$ cat src/rtl/rs_control_sequencer_if.sv
`default_nettype none
// ============================================================================
// Module   : rs_control_sequencer_if
// Purpose  : Bundles the decoded-opcode inputs, the Z flag, the datapath
//            register-transfer strobes and the STATE debug code exchanged
//            between the control sequencer and its decoder/datapath.
// Ports    : master - sequencer view (opcode lines and Z in, strobes out)
//            slave  - decoder/datapath view (opcode lines and Z out, strobes in)
// Revision : 1.0 - initial release
// ============================================================================
interface rs_control_sequencer_if #(
    parameter int ST_W = 6
);
    // Decoded opcode lines and status
    logic INOP, ILDAC, ISTAC, IMVAC, IMOVR, IJUMP, IJMPZ, IJPNZ;
    logic IADD, ISUB, IINAC, ICLAC, IAND, IOR, IXOR, INOT;
    logic Z;

    // Register-transfer strobes
    logic AR_LD_PC, AR_LD_DRTR, AR_INC;
    logic PC_INC, PC_LD;
    logic DR_LD_M, DR_LD_AC;
    logic TR_LD, IR_LD, R_LD, AC_LD, Z_LD;
    logic M_WR;
    logic [3:0] ALU_OP;
    logic INSTR_DONE, ILLEGAL;
    logic [ST_W-1:0] STATE;

    modport master (
        input  INOP, ILDAC, ISTAC, IMVAC, IMOVR, IJUMP, IJMPZ, IJPNZ,
        input  IADD, ISUB, IINAC, ICLAC, IAND, IOR, IXOR, INOT, Z,
        output AR_LD_PC, AR_LD_DRTR, AR_INC, PC_INC, PC_LD, DR_LD_M, DR_LD_AC,
        output TR_LD, IR_LD, R_LD, AC_LD, Z_LD, M_WR, ALU_OP,
        output INSTR_DONE, ILLEGAL, STATE
    );

    modport slave (
        output INOP, ILDAC, ISTAC, IMVAC, IMOVR, IJUMP, IJMPZ, IJPNZ,
        output IADD, ISUB, IINAC, ICLAC, IAND, IOR, IXOR, INOT, Z,
        input  AR_LD_PC, AR_LD_DRTR, AR_INC, PC_INC, PC_LD, DR_LD_M, DR_LD_AC,
        input  TR_LD, IR_LD, R_LD, AC_LD, Z_LD, M_WR, ALU_OP,
        input  INSTR_DONE, ILLEGAL, STATE
    );
endinterface
`default_nettype wire

$ cat src/rtl/rs_control_sequencer.sv
`default_nettype none
// ============================================================================
// Module   : rs_control_sequencer
// Purpose  : Control-unit FSM of the relatively simple accumulator CPU.
//            Steps through FETCH1..3, a decode step (DEC) and the execute
//            states of each instruction, driving one cycle of datapath
//            strobes per state. All outputs are Moore functions of the state.
// Ports    : CLK          - rising-edge clock
//            FULL_RESET_N - asynchronous active-low reset
//            bus          - rs_control_sequencer_if.master (opcode lines, Z,
//                           strobes, ALU_OP, INSTR_DONE, ILLEGAL, STATE)
// Revision : 1.0 - initial release
// ============================================================================
module rs_control_sequencer #(
    parameter int ST_W = 6
) (
    input  wire logic               CLK,
    input  wire logic               FULL_RESET_N,
    rs_control_sequencer_if.master  bus
);
    localparam int STATE_W = 6;

    localparam logic [STATE_W-1:0] S_RST    = 6'd0;
    localparam logic [STATE_W-1:0] S_FETCH1 = 6'd1;
    localparam logic [STATE_W-1:0] S_FETCH2 = 6'd2;
    localparam logic [STATE_W-1:0] S_FETCH3 = 6'd3;
    localparam logic [STATE_W-1:0] S_NOP1   = 6'd4;
    localparam logic [STATE_W-1:0] S_LDAC1  = 6'd5;
    localparam logic [STATE_W-1:0] S_LDAC2  = 6'd6;
    localparam logic [STATE_W-1:0] S_LDAC3  = 6'd7;
    localparam logic [STATE_W-1:0] S_LDAC4  = 6'd8;
    localparam logic [STATE_W-1:0] S_LDAC5  = 6'd9;
    localparam logic [STATE_W-1:0] S_STAC1  = 6'd10;
    localparam logic [STATE_W-1:0] S_STAC2  = 6'd11;
    localparam logic [STATE_W-1:0] S_STAC3  = 6'd12;
    localparam logic [STATE_W-1:0] S_STAC4  = 6'd13;
    localparam logic [STATE_W-1:0] S_STAC5  = 6'd14;
    localparam logic [STATE_W-1:0] S_MVAC1  = 6'd15;
    localparam logic [STATE_W-1:0] S_MOVR1  = 6'd16;
    localparam logic [STATE_W-1:0] S_JUMP1  = 6'd17;
    localparam logic [STATE_W-1:0] S_JUMP2  = 6'd18;
    localparam logic [STATE_W-1:0] S_JUMP3  = 6'd19;
    localparam logic [STATE_W-1:0] S_JMPZY1 = 6'd20;
    localparam logic [STATE_W-1:0] S_JMPZY2 = 6'd21;
    localparam logic [STATE_W-1:0] S_JMPZY3 = 6'd22;
    localparam logic [STATE_W-1:0] S_JMPZN1 = 6'd23;
    localparam logic [STATE_W-1:0] S_JMPZN2 = 6'd24;
    localparam logic [STATE_W-1:0] S_JPNZY1 = 6'd25;
    localparam logic [STATE_W-1:0] S_JPNZY2 = 6'd26;
    localparam logic [STATE_W-1:0] S_JPNZY3 = 6'd27;
    localparam logic [STATE_W-1:0] S_JPNZN1 = 6'd28;
    localparam logic [STATE_W-1:0] S_JPNZN2 = 6'd29;
    localparam logic [STATE_W-1:0] S_ADD1   = 6'd30;
    localparam logic [STATE_W-1:0] S_SUB1   = 6'd31;
    localparam logic [STATE_W-1:0] S_INAC1  = 6'd32;
    localparam logic [STATE_W-1:0] S_CLAC1  = 6'd33;
    localparam logic [STATE_W-1:0] S_AND1   = 6'd34;
    localparam logic [STATE_W-1:0] S_OR1    = 6'd35;
    localparam logic [STATE_W-1:0] S_XOR1   = 6'd36;
    localparam logic [STATE_W-1:0] S_NOT1   = 6'd37;
    localparam logic [STATE_W-1:0] S_ILL1   = 6'd38;
    // Decode step: the decoder output becomes valid one cycle after IR_LD.
    localparam logic [STATE_W-1:0] S_DEC    = 6'd39;

    logic [STATE_W-1:0] r_state;
    logic [STATE_W-1:0] w_next_state;

    // State register
    always_ff @(posedge CLK or negedge FULL_RESET_N) begin
        if (!FULL_RESET_N) begin
            r_state <= S_RST;
        end else begin
            r_state <= w_next_state;
        end
    end

    // Next-state logic
    always_comb begin
        w_next_state = S_RST;
        case (r_state)
            S_RST:    w_next_state = S_FETCH1;
            S_FETCH1: w_next_state = S_FETCH2;
            S_FETCH2: w_next_state = S_FETCH3;
            S_FETCH3: w_next_state = S_DEC;
            S_DEC: begin
                // Priority chain: lowest opcode wins when several lines are high.
                if      (bus.INOP)  w_next_state = S_NOP1;
                else if (bus.ILDAC) w_next_state = S_LDAC1;
                else if (bus.ISTAC) w_next_state = S_STAC1;
                else if (bus.IMVAC) w_next_state = S_MVAC1;
                else if (bus.IMOVR) w_next_state = S_MOVR1;
                else if (bus.IJUMP) w_next_state = S_JUMP1;
                else if (bus.IJMPZ) w_next_state = bus.Z ? S_JMPZY1 : S_JMPZN1;
                else if (bus.IJPNZ) w_next_state = bus.Z ? S_JPNZN1 : S_JPNZY1;
                else if (bus.IADD)  w_next_state = S_ADD1;
                else if (bus.ISUB)  w_next_state = S_SUB1;
                else if (bus.IINAC) w_next_state = S_INAC1;
                else if (bus.ICLAC) w_next_state = S_CLAC1;
                else if (bus.IAND)  w_next_state = S_AND1;
                else if (bus.IOR)   w_next_state = S_OR1;
                else if (bus.IXOR)  w_next_state = S_XOR1;
                else if (bus.INOT)  w_next_state = S_NOT1;
                else                w_next_state = S_ILL1;
            end
            // Non-final execute states advance to the next consecutive code.
            S_LDAC1, S_LDAC2, S_LDAC3, S_LDAC4,
            S_STAC1, S_STAC2, S_STAC3, S_STAC4,
            S_JUMP1, S_JUMP2, S_JMPZY1, S_JMPZY2, S_JMPZN1,
            S_JPNZY1, S_JPNZY2, S_JPNZN1:
                w_next_state = r_state + 6'd1;
            S_NOP1, S_LDAC5, S_STAC5, S_MVAC1, S_MOVR1,
            S_JUMP3, S_JMPZY3, S_JMPZN2, S_JPNZY3, S_JPNZN2,
            S_ADD1, S_SUB1, S_INAC1, S_CLAC1, S_AND1, S_OR1, S_XOR1, S_NOT1,
            S_ILL1:
                w_next_state = S_FETCH1;
            default:  w_next_state = S_RST;
        endcase
    end

    // Output logic (pure function of the state register)
    always_comb begin
        bus.AR_LD_PC   = 1'b0;
        bus.AR_LD_DRTR = 1'b0;
        bus.AR_INC     = 1'b0;
        bus.PC_INC     = 1'b0;
        bus.PC_LD      = 1'b0;
        bus.DR_LD_M    = 1'b0;
        bus.DR_LD_AC   = 1'b0;
        bus.TR_LD      = 1'b0;
        bus.IR_LD      = 1'b0;
        bus.R_LD       = 1'b0;
        bus.AC_LD      = 1'b0;
        bus.Z_LD       = 1'b0;
        bus.M_WR       = 1'b0;
        bus.ALU_OP     = 4'd0;
        bus.INSTR_DONE = 1'b0;
        bus.ILLEGAL    = 1'b0;
        case (r_state)
            S_FETCH1: bus.AR_LD_PC = 1'b1;
            S_FETCH2: begin bus.DR_LD_M = 1'b1; bus.PC_INC = 1'b1; end
            S_FETCH3: begin bus.IR_LD = 1'b1; bus.AR_LD_PC = 1'b1; end
            S_NOP1:   bus.INSTR_DONE = 1'b1;
            S_LDAC1, S_STAC1: begin
                bus.DR_LD_M = 1'b1; bus.PC_INC = 1'b1; bus.AR_INC = 1'b1;
            end
            S_LDAC2, S_STAC2: begin
                bus.TR_LD = 1'b1; bus.DR_LD_M = 1'b1; bus.PC_INC = 1'b1;
            end
            S_LDAC3, S_STAC3: bus.AR_LD_DRTR = 1'b1;
            S_LDAC4:  bus.DR_LD_M = 1'b1;
            S_LDAC5:  begin bus.AC_LD = 1'b1; bus.INSTR_DONE = 1'b1; end
            S_STAC4:  bus.DR_LD_AC = 1'b1;
            S_STAC5:  begin bus.M_WR = 1'b1; bus.INSTR_DONE = 1'b1; end
            S_MVAC1:  begin bus.R_LD = 1'b1; bus.INSTR_DONE = 1'b1; end
            S_MOVR1:  begin bus.AC_LD = 1'b1; bus.INSTR_DONE = 1'b1; end
            S_JUMP1, S_JMPZY1, S_JPNZY1: begin
                bus.DR_LD_M = 1'b1; bus.AR_INC = 1'b1;
            end
            S_JUMP2, S_JMPZY2, S_JPNZY2: begin
                bus.TR_LD = 1'b1; bus.DR_LD_M = 1'b1;
            end
            S_JUMP3, S_JMPZY3, S_JPNZY3: begin
                bus.PC_LD = 1'b1; bus.INSTR_DONE = 1'b1;
            end
            S_JMPZN1, S_JPNZN1: bus.PC_INC = 1'b1;
            S_JMPZN2, S_JPNZN2: begin bus.PC_INC = 1'b1; bus.INSTR_DONE = 1'b1; end
            S_ADD1, S_SUB1, S_INAC1, S_CLAC1, S_AND1, S_OR1, S_XOR1, S_NOT1: begin
                bus.AC_LD      = 1'b1;
                bus.Z_LD       = 1'b1;
                // ALU states are laid out so that code - 29 is the ALU opcode.
                bus.ALU_OP     = 4'(r_state - 6'd29);
                bus.INSTR_DONE = 1'b1;
            end
            S_ILL1:   begin bus.ILLEGAL = 1'b1; bus.INSTR_DONE = 1'b1; end
            default:  ;
        endcase
    end

    assign bus.STATE = ST_W'(r_state);

endmodule
`default_nettype wire

$ cat src/flat_wrapper.sv
// flat-port wrapper written by rule: the top's interface ports become plain ports
module rs_control_sequencer_flat 
#(
    parameter int ST_W = 6
)
  (CLK, FULL_RESET_N, bus_INOP, bus_ILDAC, bus_ISTAC, bus_IMVAC, bus_IMOVR, bus_IJUMP, bus_IJMPZ, bus_IJPNZ, bus_IADD, bus_ISUB, bus_IINAC, bus_ICLAC, bus_IAND, bus_IOR, bus_IXOR, bus_INOT, bus_Z, bus_AR_LD_PC, bus_AR_LD_DRTR, bus_AR_INC, bus_PC_INC, bus_PC_LD, bus_DR_LD_M, bus_DR_LD_AC, bus_TR_LD, bus_IR_LD, bus_R_LD, bus_AC_LD, bus_Z_LD, bus_M_WR, bus_ALU_OP, bus_INSTR_DONE, bus_ILLEGAL, bus_STATE);
  rs_control_sequencer_if #(.ST_W(ST_W)) bus_i ();
  input  wire logic CLK;
  input  wire logic FULL_RESET_N;
  input wire logic [$bits(bus_i.INOP)-1:0] bus_INOP;
  input wire logic [$bits(bus_i.ILDAC)-1:0] bus_ILDAC;
  input wire logic [$bits(bus_i.ISTAC)-1:0] bus_ISTAC;
  input wire logic [$bits(bus_i.IMVAC)-1:0] bus_IMVAC;
  input wire logic [$bits(bus_i.IMOVR)-1:0] bus_IMOVR;
  input wire logic [$bits(bus_i.IJUMP)-1:0] bus_IJUMP;
  input wire logic [$bits(bus_i.IJMPZ)-1:0] bus_IJMPZ;
  input wire logic [$bits(bus_i.IJPNZ)-1:0] bus_IJPNZ;
  input wire logic [$bits(bus_i.IADD)-1:0] bus_IADD;
  input wire logic [$bits(bus_i.ISUB)-1:0] bus_ISUB;
  input wire logic [$bits(bus_i.IINAC)-1:0] bus_IINAC;
  input wire logic [$bits(bus_i.ICLAC)-1:0] bus_ICLAC;
  input wire logic [$bits(bus_i.IAND)-1:0] bus_IAND;
  input wire logic [$bits(bus_i.IOR)-1:0] bus_IOR;
  input wire logic [$bits(bus_i.IXOR)-1:0] bus_IXOR;
  input wire logic [$bits(bus_i.INOT)-1:0] bus_INOT;
  input wire logic [$bits(bus_i.Z)-1:0] bus_Z;
  output wire logic [$bits(bus_i.AR_LD_PC)-1:0] bus_AR_LD_PC;
  output wire logic [$bits(bus_i.AR_LD_DRTR)-1:0] bus_AR_LD_DRTR;
  output wire logic [$bits(bus_i.AR_INC)-1:0] bus_AR_INC;
  output wire logic [$bits(bus_i.PC_INC)-1:0] bus_PC_INC;
  output wire logic [$bits(bus_i.PC_LD)-1:0] bus_PC_LD;
  output wire logic [$bits(bus_i.DR_LD_M)-1:0] bus_DR_LD_M;
  output wire logic [$bits(bus_i.DR_LD_AC)-1:0] bus_DR_LD_AC;
  output wire logic [$bits(bus_i.TR_LD)-1:0] bus_TR_LD;
  output wire logic [$bits(bus_i.IR_LD)-1:0] bus_IR_LD;
  output wire logic [$bits(bus_i.R_LD)-1:0] bus_R_LD;
  output wire logic [$bits(bus_i.AC_LD)-1:0] bus_AC_LD;
  output wire logic [$bits(bus_i.Z_LD)-1:0] bus_Z_LD;
  output wire logic [$bits(bus_i.M_WR)-1:0] bus_M_WR;
  output wire logic [$bits(bus_i.ALU_OP)-1:0] bus_ALU_OP;
  output wire logic [$bits(bus_i.INSTR_DONE)-1:0] bus_INSTR_DONE;
  output wire logic [$bits(bus_i.ILLEGAL)-1:0] bus_ILLEGAL;
  output wire logic [$bits(bus_i.STATE)-1:0] bus_STATE;
  assign bus_i.INOP = bus_INOP;
  assign bus_i.ILDAC = bus_ILDAC;
  assign bus_i.ISTAC = bus_ISTAC;
  assign bus_i.IMVAC = bus_IMVAC;
  assign bus_i.IMOVR = bus_IMOVR;
  assign bus_i.IJUMP = bus_IJUMP;
  assign bus_i.IJMPZ = bus_IJMPZ;
  assign bus_i.IJPNZ = bus_IJPNZ;
  assign bus_i.IADD = bus_IADD;
  assign bus_i.ISUB = bus_ISUB;
  assign bus_i.IINAC = bus_IINAC;
  assign bus_i.ICLAC = bus_ICLAC;
  assign bus_i.IAND = bus_IAND;
  assign bus_i.IOR = bus_IOR;
  assign bus_i.IXOR = bus_IXOR;
  assign bus_i.INOT = bus_INOT;
  assign bus_i.Z = bus_Z;
  assign bus_AR_LD_PC = bus_i.AR_LD_PC;
  assign bus_AR_LD_DRTR = bus_i.AR_LD_DRTR;
  assign bus_AR_INC = bus_i.AR_INC;
  assign bus_PC_INC = bus_i.PC_INC;
  assign bus_PC_LD = bus_i.PC_LD;
  assign bus_DR_LD_M = bus_i.DR_LD_M;
  assign bus_DR_LD_AC = bus_i.DR_LD_AC;
  assign bus_TR_LD = bus_i.TR_LD;
  assign bus_IR_LD = bus_i.IR_LD;
  assign bus_R_LD = bus_i.R_LD;
  assign bus_AC_LD = bus_i.AC_LD;
  assign bus_Z_LD = bus_i.Z_LD;
  assign bus_M_WR = bus_i.M_WR;
  assign bus_ALU_OP = bus_i.ALU_OP;
  assign bus_INSTR_DONE = bus_i.INSTR_DONE;
  assign bus_ILLEGAL = bus_i.ILLEGAL;
  assign bus_STATE = bus_i.STATE;
  rs_control_sequencer #(.ST_W(ST_W)) u_core (.CLK(CLK), .FULL_RESET_N(FULL_RESET_N), .bus(bus_i));
endmodule
$ cat config.mk
export PLATFORM = sky130hd
export DESIGN_NAME = rs_control_sequencer_flat
export DESIGN_NICKNAME = d
export VERILOG_FILES = /design/src/rtl/rs_control_sequencer_if.sv /design/src/rtl/rs_control_sequencer.sv /design/src/flat_wrapper.sv
export SDC_FILE = /design/constraint.sdc
export NUM_CORES = 1
export LEC_CHECK = 0
export BUFFER_PORTS_ARGS = -buffer_cell sky130_fd_sc_hd__buf_2
export CORE_ASPECT_RATIO = 0.9
export CORE_MARGIN = 4
export CORE_UTILIZATION = 53
export DETAILED_ROUTE_END_ITERATION = 12
export GPL_TIMING_DRIVEN = 0
export PLACE_DENSITY_LB_ADDON = 0.3
export SETUP_SLACK_MARGIN = 0.05
export SLEW_MARGIN = 20
export SYNTH_ARGS = -nofsm -noshare
export SYNTH_HDL_FRONTEND = slang
export SYNTH_SLANG_ARGS = --single-unit
$ cat constraint.sdc
create_clock -name CLK -period 4.84 [get_ports CLK]
set_clock_uncertainty 0.05 [all_clocks]
set_input_delay 0.242 -clock CLK [delete_from_list [all_inputs] [get_ports CLK]]
set_output_delay 0.242 -clock CLK [all_outputs]
set_load 0.02 [all_outputs]
==> reports/qor.yml, run 1 <==
outcome: "completed"
drive_gt1_share_pct: 29.11
maxSlewHeadroom_pct: 56.33
async_flop_share_pct: 100.0
r2r_slack_ns: 2.56
synth-edff-count: 0
num_io_pins: 44
hp-class: "in2reg"
portBuffers: 43
clk_latency_ns: 0.26
routabilityCongestion: 0.9788
final_common_cell: "buf_2"
drt_iter0_drc: 79
worst_hold_slack_ns: 0.2370
p_per_area_mw_per_mm2: 533.2
critPathKind: "reg2out"
dp_cells: 234
grt_use_total_pct: 25.94
wl_per_cell_um: 15.62
syn_nets: 190
postCtsSetupBuffers: 0
cts_sinks: 6
yosysSeqAreaShare_pct: 13.04
syn_to_final_growth_pct: 24.24
final_cells: 238
largest_reg_flops: 6
clk_pin_slew_ns: 0.05
leakagePower_nw: 0.6710
tns_ns: 0
antenna_left: 0
cts_buffers: 3
place_area_mm2: 0.001398
finalSetupViolCount: 0
firstDrtPassIters: 4
die-height_um: 52.21
core_mm2: 0.001989
wl_mm: 3.717
endpoint_kind: "primary output"
vias: 1440
fin_crit_sh_pct: 56.15
cap_violations: 0
cts_tree: "yes"
grt_overflow: 0
num_rows: 15
synth_cell_types: 50
ys.flop_type: "dfrtp_1"
design_area_mm2: 0.001430
slew_violations: 0
final_nets: 239
grt_use_met3_pct: 4.680
grt_pass1_wl_mm: 6.106
final_cell_mix: "49 x buf_2, 25 x nor2_1, 11 x inv_1, 9 x nand2_1, 9 x a21oi_1"
initial_core_util_pct: 57.86
worst-endpoint-arrival_ns: 2.43
nFillCells: 173
post-dp-hpwl_mm: 2.907
clock_path_buffers: 2
ir_worst_vdd_uv: 419.3
fin_crit_ns: 2.718
die_w_um: 57.13
cts_resized: 0
required_ns: 4.55
avgViaCountPerCell: 6.050
yosysWarningCount: 0
h-tree-depth: 1
ys_ff_latch: 6
remaining_drc_errors: 0
tightest_slew_ns: 0.6491
grt_pass1_vias: 1297
antenna_cells: 0
grt.busiest_layer: "met2"
syn-instance-count: 166
timing.fmax_mhz: 368.0
antenna_found_initial: 0
grt_use_met1_pct: 35.71
crit_fanout: 10
worstSetupStartpointType: "flop"
synth.avg_cell_area_um2: 6.934
synth_area_mm2: 0.001151
rsz0062_at_grt: "false"
hold_viol: 0
cts-root-buf: "clkbuf_4"
grtUsageMet2_pct: 40.68
die_area_mm2: 0.002983
grt_max_degree: 11
repair_timing:
| item | 4_1_cts | 5_1_grt |
|---|---|---|
| endpoints found under the hold margin | 6 | 0 |
| hold buffers | 1 | 0 |
| setup endpoints to repair | 0 | 0 |
worst max-delay path, stage by stage, from the launching register on:
cell      delay [ns]
dfrtp_1         0.49
inv_1           0.13
ha_1            0.21
clkbuf_1        0.26
inv_1           0.19
a22oi_1         0.13
nor3_1          0.26
o2111a_1        0.29
inv_1           0.06
buf_2           0.16
path summary, 6_finish.rpt:
| check | cells past startpoint | from | to |
|---|---|---|---|
| max | 9 | u_core.bus.STATE[0] | bus_INSTR_DONE |
| min | 3 | bus_IJUMP | u_core.bus.STATE[0] |
| max reg2reg | 8 | u_core.bus.STATE[0] | u_core.bus.STATE[0] |
| min reg2reg | 1 | u_core.bus.STATE[0] | u_core.bus.STATE[0] |
| max in group asynchronous | 2 | FULL_RESET_N | u_core.bus.STATE[3] |
| min in group asynchronous | 2 | FULL_RESET_N | u_core.bus.STATE[5] |
per-layer routing:
layer | routed length [um] | part of all wire [%]
met5 | 0 | 0
met4 | 53 | 1.4
met3 | 396 | 11
met2 | 1647 | 44
met1 | 1620 | 44
where the power goes:
group | total, W | switching (W) | internal, W
registers | 0.000101 | 0.0000327 | 0.0000684
clock network | 0.0000503 | 0.0000220 | 0.0000283
logic | 0.000611 | 0.000395 | 0.000216
total | 0.000763 | 0.000450 | 0.000313
logic make-up after synthesis:
kind of cell | Yosys count | share of synthesized area (%)
xor gates and xnor gates | 6 | 4.566
AOI/OAI and AO/OA | 47 | 31.30
and+or+nand+nor | 77 | 35.11
adders and majority gates | 5 | 5.435
muxes | 2 | 1.739
buffers and inverters | 23 | 8.805
DFF | 6 | 13.04
final cells by class:
type	instances	area (um2)	share of cell area, %
multi-input combinational	137	899.6	62.90
timing repair buffer	44	225.2	15.75
sequential	6	150.1	10.50
buffer	10	52.55	3.675
inverter	13	48.80	3.412
tap	25	31.28	2.187
clock buffer	3	22.52	1.575
cell usage after synthesis (3+ instances only):
cell	number	share of area, %
inv_1	11	3.6
nand2b_1	8	4.3
o21ai_0	6	2.6
a21oi_1	9	3.9
xnor2_1	3	2.3
buf_2	6	2.6
nor3b_1	4	2.6
o31ai_1	3	2.0
nand3b_1	4	2.6
a221oi_1	3	2.3
ha_1	5	5.4
dfrtp_1	6	13
nor2_1	25	8.2
nor3_1	7	3.0
xor2_1	3	2.3
nand2_1	9	2.9
nand3_1	6	2.6
per-stage QoR:
step	power, W	setup WS [ns]	util, %
finish	0.0007626	2.122	71.89
global route	0.0008233	1.965	71.89
CTS	0.0007519	2.165	71.89
detailed placement	0.0007005	2.443	70.25
global placement	0.0006888	2.531	70.25
floorplan	0.0005251	2.409	-
No activity file was read; power rests on OpenSTA's default activity.
==> inputs of run 2 (changes only) <==
--- a/config.mk
+++ b/config.mk
@@ -8,7 +8,7 @@
 export BUFFER_PORTS_ARGS = -buffer_cell sky130_fd_sc_hd__buf_2
 export CORE_ASPECT_RATIO = 0.9
 export CORE_MARGIN = 4
-export CORE_UTILIZATION = 53
+export CORE_UTILIZATION = 44
 export DETAILED_ROUTE_END_ITERATION = 12
 export GPL_TIMING_DRIVEN = 0
 export PLACE_DENSITY_LB_ADDON = 0.3
==> constraint.sdc (replaced) <==
create_clock -name CLK -period 2.5 [get_ports CLK]
set_clock_uncertainty 0.05 [all_clocks]
set_input_delay 0.125 -clock CLK [delete_from_list [all_inputs] [get_ports CLK]]
set_output_delay 0.125 -clock CLK [all_outputs]
set_load 0.02 [all_outputs]
==> run 2 against run 1 <==
Net effect:
- non-clock buffer count is 1 lower
- worst setup slack worse by 1.9 ns
- global-route usage is 4.2 points lower
- utilization is 14 points lower
- clock power is 86% higher
- cell count is 0.84% higher
- sequential share of layout area is 0.060 points higher
- power is 93% higher
- critical path type unchanged
- critical endpoint unchanged
- highest routed layer unchanged
==> reports/qor.yml, run 2 (synthesized netlist as in run 1, its figures left out) <==
outcome: "completed"
reg2reg_depth: 8  # unchanged
ir_worst_vdd_uv: 651.2  # +55%
grt_pass1_wl_mm: 5.989  # -1.9%
syn_to_final_growth_pct: 24.57
wl_per_cell_um: 15.67  # +0.34%
fin_crit_sh_pct: 92.28
grt_use_total_pct: 21.75  # -4.2 points
r2r_slack_ns: 0.36  # -2.20 ns
finalSetupViolCount: 0  # unchanged
crit_fanout: 10  # unchanged
critPathBufInv: 4  # -1
crit_path_top_delay_cell: "dfrtp_1"
path_cells: "inv_1 > ha_1 > buf_4 > nor2_1 > nor3_1 > nor3_1 > o2111a_1 > inv_1 > buf_2"
antenna_found_initial: 0  # unchanged
drive_gt1_share_pct: 30.19  # +1.1 points
die-height_um: 56.53  # +8.3%
tightest_slew_ns: 0.6211  # -0.02797 ns
whs_path_depth: 3  # unchanged
post-dp-hpwl_mm: 2.946  # +1.3%
cp_slowest_stage_delay_ns: 0.44  # -0.05 ns
maxSlewHeadroom_pct: 58.21  # +1.9 points
cts-root-buf: "clkbuf_4"
tns_ns: 0  # unchanged
rr_endpoint: "u_core.bus.STATE[1]"
critical-path-top-delay-family: "buffers and inverters"
leakagePower_nw: 0.6671  # -0.58%
cts_buffers: 3  # unchanged
final_common_cell: "buf_2"
cp_num_cells: 9  # unchanged
dp_cells: 237  # +1.3%
avgViaCountPerCell: 6.083  # +0.54%
initial_core_util_pct: 46.65  # -11 points
die_area_mm2: 0.003500  # +17%
num_io_pins: 44  # unchanged
hp-class: "in2reg"
final_cells: 240  # +0.84%
die_w_um: 61.92  # +8.4%
worst-endpoint-arrival_ns: 2.13  # -0.30 ns
largest_reg_flops: 6  # unchanged
clk_pin_slew_ns: 0.05  # about the same
r2r-start: "u_core.bus.STATE[1]"
required_ns: 2.33  # -2.22 ns
postCtsSetupBuffers: 0  # unchanged
num_rows: 17  # +2
endpoint_kind: "primary output"
cts_tree: "yes"
vias: 1460  # +1.4%
hold_end: "u_core.bus.STATE[0]"
clock_path_buffers: 2  # unchanged
grt_max_degree: 11  # unchanged
worst_hold_slack_ns: 0.1299  # -0.1071 ns
routabilityCongestion: 0.8975  # -8.3%
nFillCells: 239  # +38%
drt_iter0_drc: 133  # +68%
firstDrtPassIters: 4  # unchanged
p_per_area_mw_per_mm2: 1029  # +93%
timing.fmax_mhz: 433.5
antenna_cells: 0  # unchanged
antenna_left: 0  # unchanged
wl_mm: 3.761  # +1.2%
clk_latency_ns: 0.25  # about the same
fin_crit_ns: 2.307
remaining_drc_errors: 0  # unchanged
core_mm2: 0.002467  # +24%
holdCritStartpoint: "bus_IJUMP"
cap_violations: 0  # unchanged
hold_viol: 0  # unchanged
grt_overflow: 0  # unchanged
rsz0062_at_grt: "false"
critPathKind: "reg2out"
fin_util_pct: 58.11  # -14 points
h-tree-depth: 1  # unchanged
worstSetupStartpointType: "flop"
cts_sinks: 6  # unchanged
slew_violations: 0  # unchanged
final_cell_mix: "49 x buf_2, 25 x nor2_1, 11 x inv_1, 9 x nand2_1, 9 x a21oi_1"
portBuffers: 43  # unchanged
final_nets: 238  # -0.42%
grt_pass1_vias: 1324  # +2.1%
-- run 2: per-stage QoR --
stage | worst slack [ns] | power, W | area [um2]
floorplan | 0.1864 | 0.001017 | 1151
global placement | 0.2913 | 0.001334 | 1401
detailed placement | 0.2593 | 0.001358 | 1401
CTS | 0.05700 | 0.001460 | 1435
global route | 0.05631 | 0.001585 | 1434
finish | 0.1931 | 0.001476 | 1434
-- run 2: where the power goes --
part | internal [W] | switching [W]
clock network | 0.0000546 | 0.0000388
logic | 0.000422 | 0.000763
registers | 0.000134 | 0.0000633
-- run 2: layer usage --
| metal | vias up | part of all wire, % | track usage [%] |
|---|---|---|---|
| met5 | - | 0 | 0 |
| met4 | 0 | 0.66 | 5.455 |
| met3 | 2 | 8.6 | 2.529 |
| met2 | 73 | 49 | 36.17 |
| met1 | 681 | 42 | 29.13 |
| li1 | 704 | - | - |
-- run 2: how the worst max path moves through the flow --
| stage | from | endpoint | slack (ns) |
|---|---|---|---|
| after global placement | u_core.bus.STATE[0] | bus_INSTR_DONE | 0.29 |
| after detailed placement | u_core.bus.STATE[0] | bus_INSTR_DONE | 0.26 |
| after global routing | u_core.bus.STATE[1] | bus_INSTR_DONE | 0.06 |
| after CTS | u_core.bus.STATE[0] | bus_INSTR_DONE | 0.06 |
| after floorplan | u_core.bus.STATE[0] | bus_INSTR_DONE | 0.19 |
| final | u_core.bus.STATE[1] | bus_INSTR_DONE | 0.19 |
-- run 2: what timing repair did --
item                       in CTS  in global routing
pin swaps                       0                  0
hold endpoints to repair        6                  0
hold buffers                    1                  0
setup endpoints to repair       1                  6
gates resized for setup         1                  1
-- run 2: layout make-up --
type	count	area, um2	area share, %
Inverter	13	48.80	3.403
Timing Repair Buffer	44	225.2	15.71
Multi-Input combinational cell	137	902.1	62.91
Sequential cell	6	151.4	10.56
Tap cell	28	35.03	2.443
Buffer	9	48.80	3.403
Clock buffer	3	22.52	1.571
-- run 2: worst reg2reg max path, cell delays in order (launching register included) --
cell       delay, ns
dfrtp_1         0.44
inv_1           0.13
ha_1            0.21
buf_4           0.19
nand2_1         0.13
a2111oi_0       0.41
a21oi_1         0.12
o221a_4         0.17
o2111ai_1       0.20
==> inputs of run 3 (changes only) <==
--- a/config.mk
+++ b/config.mk
@@ -8,7 +8,7 @@
 export BUFFER_PORTS_ARGS = -buffer_cell sky130_fd_sc_hd__buf_2
 export CORE_ASPECT_RATIO = 0.9
 export CORE_MARGIN = 4
-export CORE_UTILIZATION = 44
+export CORE_UTILIZATION = 31
 export DETAILED_ROUTE_END_ITERATION = 12
 export GPL_TIMING_DRIVEN = 0
 export PLACE_DENSITY_LB_ADDON = 0.3
==> run 3 against run 2 <==
Net effect:
- worst hold slack improved by 0.013 ns
- routed wire length decreased by 5.3%
- maximum frequency about the same
- power increased by 2.0%
- cell area increased by 2.5%
- combinational power about the same
- clock power increased by 54%
- critical path depth decreased by 1
- register-to-register slack improved by 0.05 ns
- cell count increased by 6.7%
- critical endpoint unchanged
==> reports/qor.yml, run 3 (synthesized netlist as in run 1, its figures left out) <==
drive_gt1_share_pct: 29.72  # -0.47 points
crit_fanout: 10  # unchanged
clk_latency_ns: 0.22  # -0.03 ns
h-tree-depth: 1  # unchanged
seqCellArea_um2: 151.4  # unchanged
wl_per_cell_um: 13.92  # -11%
leakagePower_nw: 0.6766  # +1.4%
portBuffers: 43  # unchanged
endpoint_kind: "primary output"
clock_path_buffers: 2  # unchanged
final_cells: 256  # +6.7%
grt_use_total_pct: 14.58  # -7.2 points
die_w_um: 72.23  # +17%
cts_sinks: 6  # unchanged
largest_reg_flops: 6  # unchanged
die-height_um: 65.81  # +16%
vias: 1419  # -2.8%
final_cell_mix: "49 x buf_2, 25 x nor2_1, 11 x inv_1, 9 x nand2_1, 9 x a21oi_1"
crit_top_cell: "inv_1"
firstDrtPassIters: 4  # unchanged
cts-root-buf: "clkbuf_8"
cts_buffers: 3  # unchanged
critPathKind: "reg2out"
finalSetupViolCount: 0  # unchanged
core_mm2: 0.003478  # +41%
rsz0062_at_grt: "false"
num_rows: 20  # +3
ir_worst_vdd_uv: 641.1  # -1.6%
fin_crit_ns: 2.306  # -0.0009770 ns
num_io_pins: 44  # unchanged
power_w: 0.001506  # +2.0%
maxSlewHeadroom_pct: 57.64  # -0.57 points
remaining_drc_errors: 0  # unchanged
final_common_cell: "buf_2"
slew_violations: 0  # unchanged
wl_mm: 3.563  # -5.3%
hold_viol: 0  # unchanged
post-dp-hpwl_mm: 2.837  # -3.7%
hp-class: "in2reg"
outcome: "completed"
grt_pass1_wl_mm: 5.630  # -6.0%
crit_path_top_delay_cell: "dfrtp_2"
cp_slowest_stage_delay_ns: 0.44  # about the same
final_nets: 238  # unchanged
tightest_slew_ns: 0.6296  # +0.008503 ns
required_ns: 2.33  # about the same
p_per_area_mw_per_mm2: 1024  # -0.47%
avgViaCountPerCell: 5.543  # -8.9%
grt_overflow: 0  # unchanged
antenna_found_initial: 0  # unchanged
syn_to_final_growth_pct: 27.72
tns_ns: 0  # unchanged
grt_pass1_vias: 1214  # -8.3%
worstSetupStartpointType: "flop"
grt_max_degree: 11  # unchanged
path_cells: "inv_1 > ha_1 > inv_1 > a22oi_1 > nor3_1 > o2111a_1 > inv_1 > buf_2"
cts_tree: "yes"
timing.fmax_mhz: 433.7  # about the same
worst-endpoint-arrival_ns: 2.13  # about the same
antenna_left: 0  # unchanged
multiInputGateArea_um2: 899.6  # -0.28%
initial_core_util_pct: 33.09  # -14 points
die_area_mm2: 0.004753  # +36%
drt_iter0_drc: 126  # -5.3%
antenna_cells: 0  # unchanged
clk_pin_slew_ns: 0.04  # about the same
routabilityCongestion: 0.8900  # -0.84%
nFillCells: 354  # +48%
fin_crit_sh_pct: 92.24  # about the same
dp_cells: 253  # +6.8%
cap_violations: 0  # unchanged
-- run 3: report_power, final --
| group | total, W | leakage, nW | switching [W] | internal (W) |
|---|---|---|---|---|
| Sequential | 0.000201 | 0.0771 | 0.0000669 | 0.000134 |
| Combinational | 0.00116 | 0.578 | 0.000742 | 0.000419 |
| Clock | 0.000144 | 0.0216 | 0.0000403 | 0.000103 |
| Total | 0.00151 | 0.677 | 0.000849 | 0.000657 |
-- run 3: per-layer routing --
metal | vias to the layer above | routed length [um] | share of wire, % | track usage (%)
met5 | - | 0 | 0 | 0
met4 | 0 | 5 | 0.14 | 2.113
met3 | 2 | 333 | 9.3 | 2.736
met2 | 63 | 1638 | 46 | 22.27
met1 | 654 | 1585 | 44 | 21.44
li1 | 700 | - | - | -
-- run 3: layout make-up --
class                   instances  share of cell area (%)
multi-input cells             137                   61.19
repair buffers                 44                   15.32
flip-flops and latches          6                   10.30
well taps                      44                   3.745
plain buffers                   9                   3.319
inverters                      13                   3.319
clock buffers                   3                   2.809
-- run 3: critical path, delay by kind of cell, from the launching register on --
| kind | cells | cell delay, ns |
|---|---|---|
| AO/OA/AOI/OAI | 2 | 0.39 |
| adder cells (fa/ha/maj) | 1 | 0.35 |
| buffers and inverters | 4 | 0.46 |
| flip-flops | 1 | 0.44 |
| AND/OR/NAND/NOR | 1 | 0.26 |
-- run 3: worst paths after layout --
kind / cells after the start / slack [ns] / from / endpoint
max: 8 / 0.19 / u_core.bus.STATE[0] / bus_INSTR_DONE
min: 3 / 0.14 / bus_IJUMP / u_core.bus.STATE[0]
max reg2reg: 8 / 0.41 / u_core.bus.STATE[1] / u_core.bus.STATE[1]
min reg2reg: 1 / 0.58 / u_core.bus.STATE[0] / u_core.bus.STATE[0]
max in group asynchronous: 2 / 2.03 / FULL_RESET_N / u_core.bus.STATE[0]
min in group asynchronous: 2 / 0.21 / FULL_RESET_N / u_core.bus.STATE[1]
-- run 3: through the flow --
stage	setup WS, ns	hold WS [ns]	util, %	instance area (um2)
floorplan	0.1864	-0.2206	-	1151
global placement	0.2186	-0.08767	40.86	1421
detailed placement	0.2275	-0.08614	40.86	1421
CTS	0.08423	0.1491	42.37	1474
global route	0.08291	0.1556	42.27	1470
finish	0.1941	0.1431	42.27	1470
-- run 3: what timing repair did --
action                                 CTS  global route
endpoints found under the hold margin    6             0
buffers inserted                         0             0
setup endpoints to repair                1             4
hold buffers                             1             0
gates resized for setup                  1             0
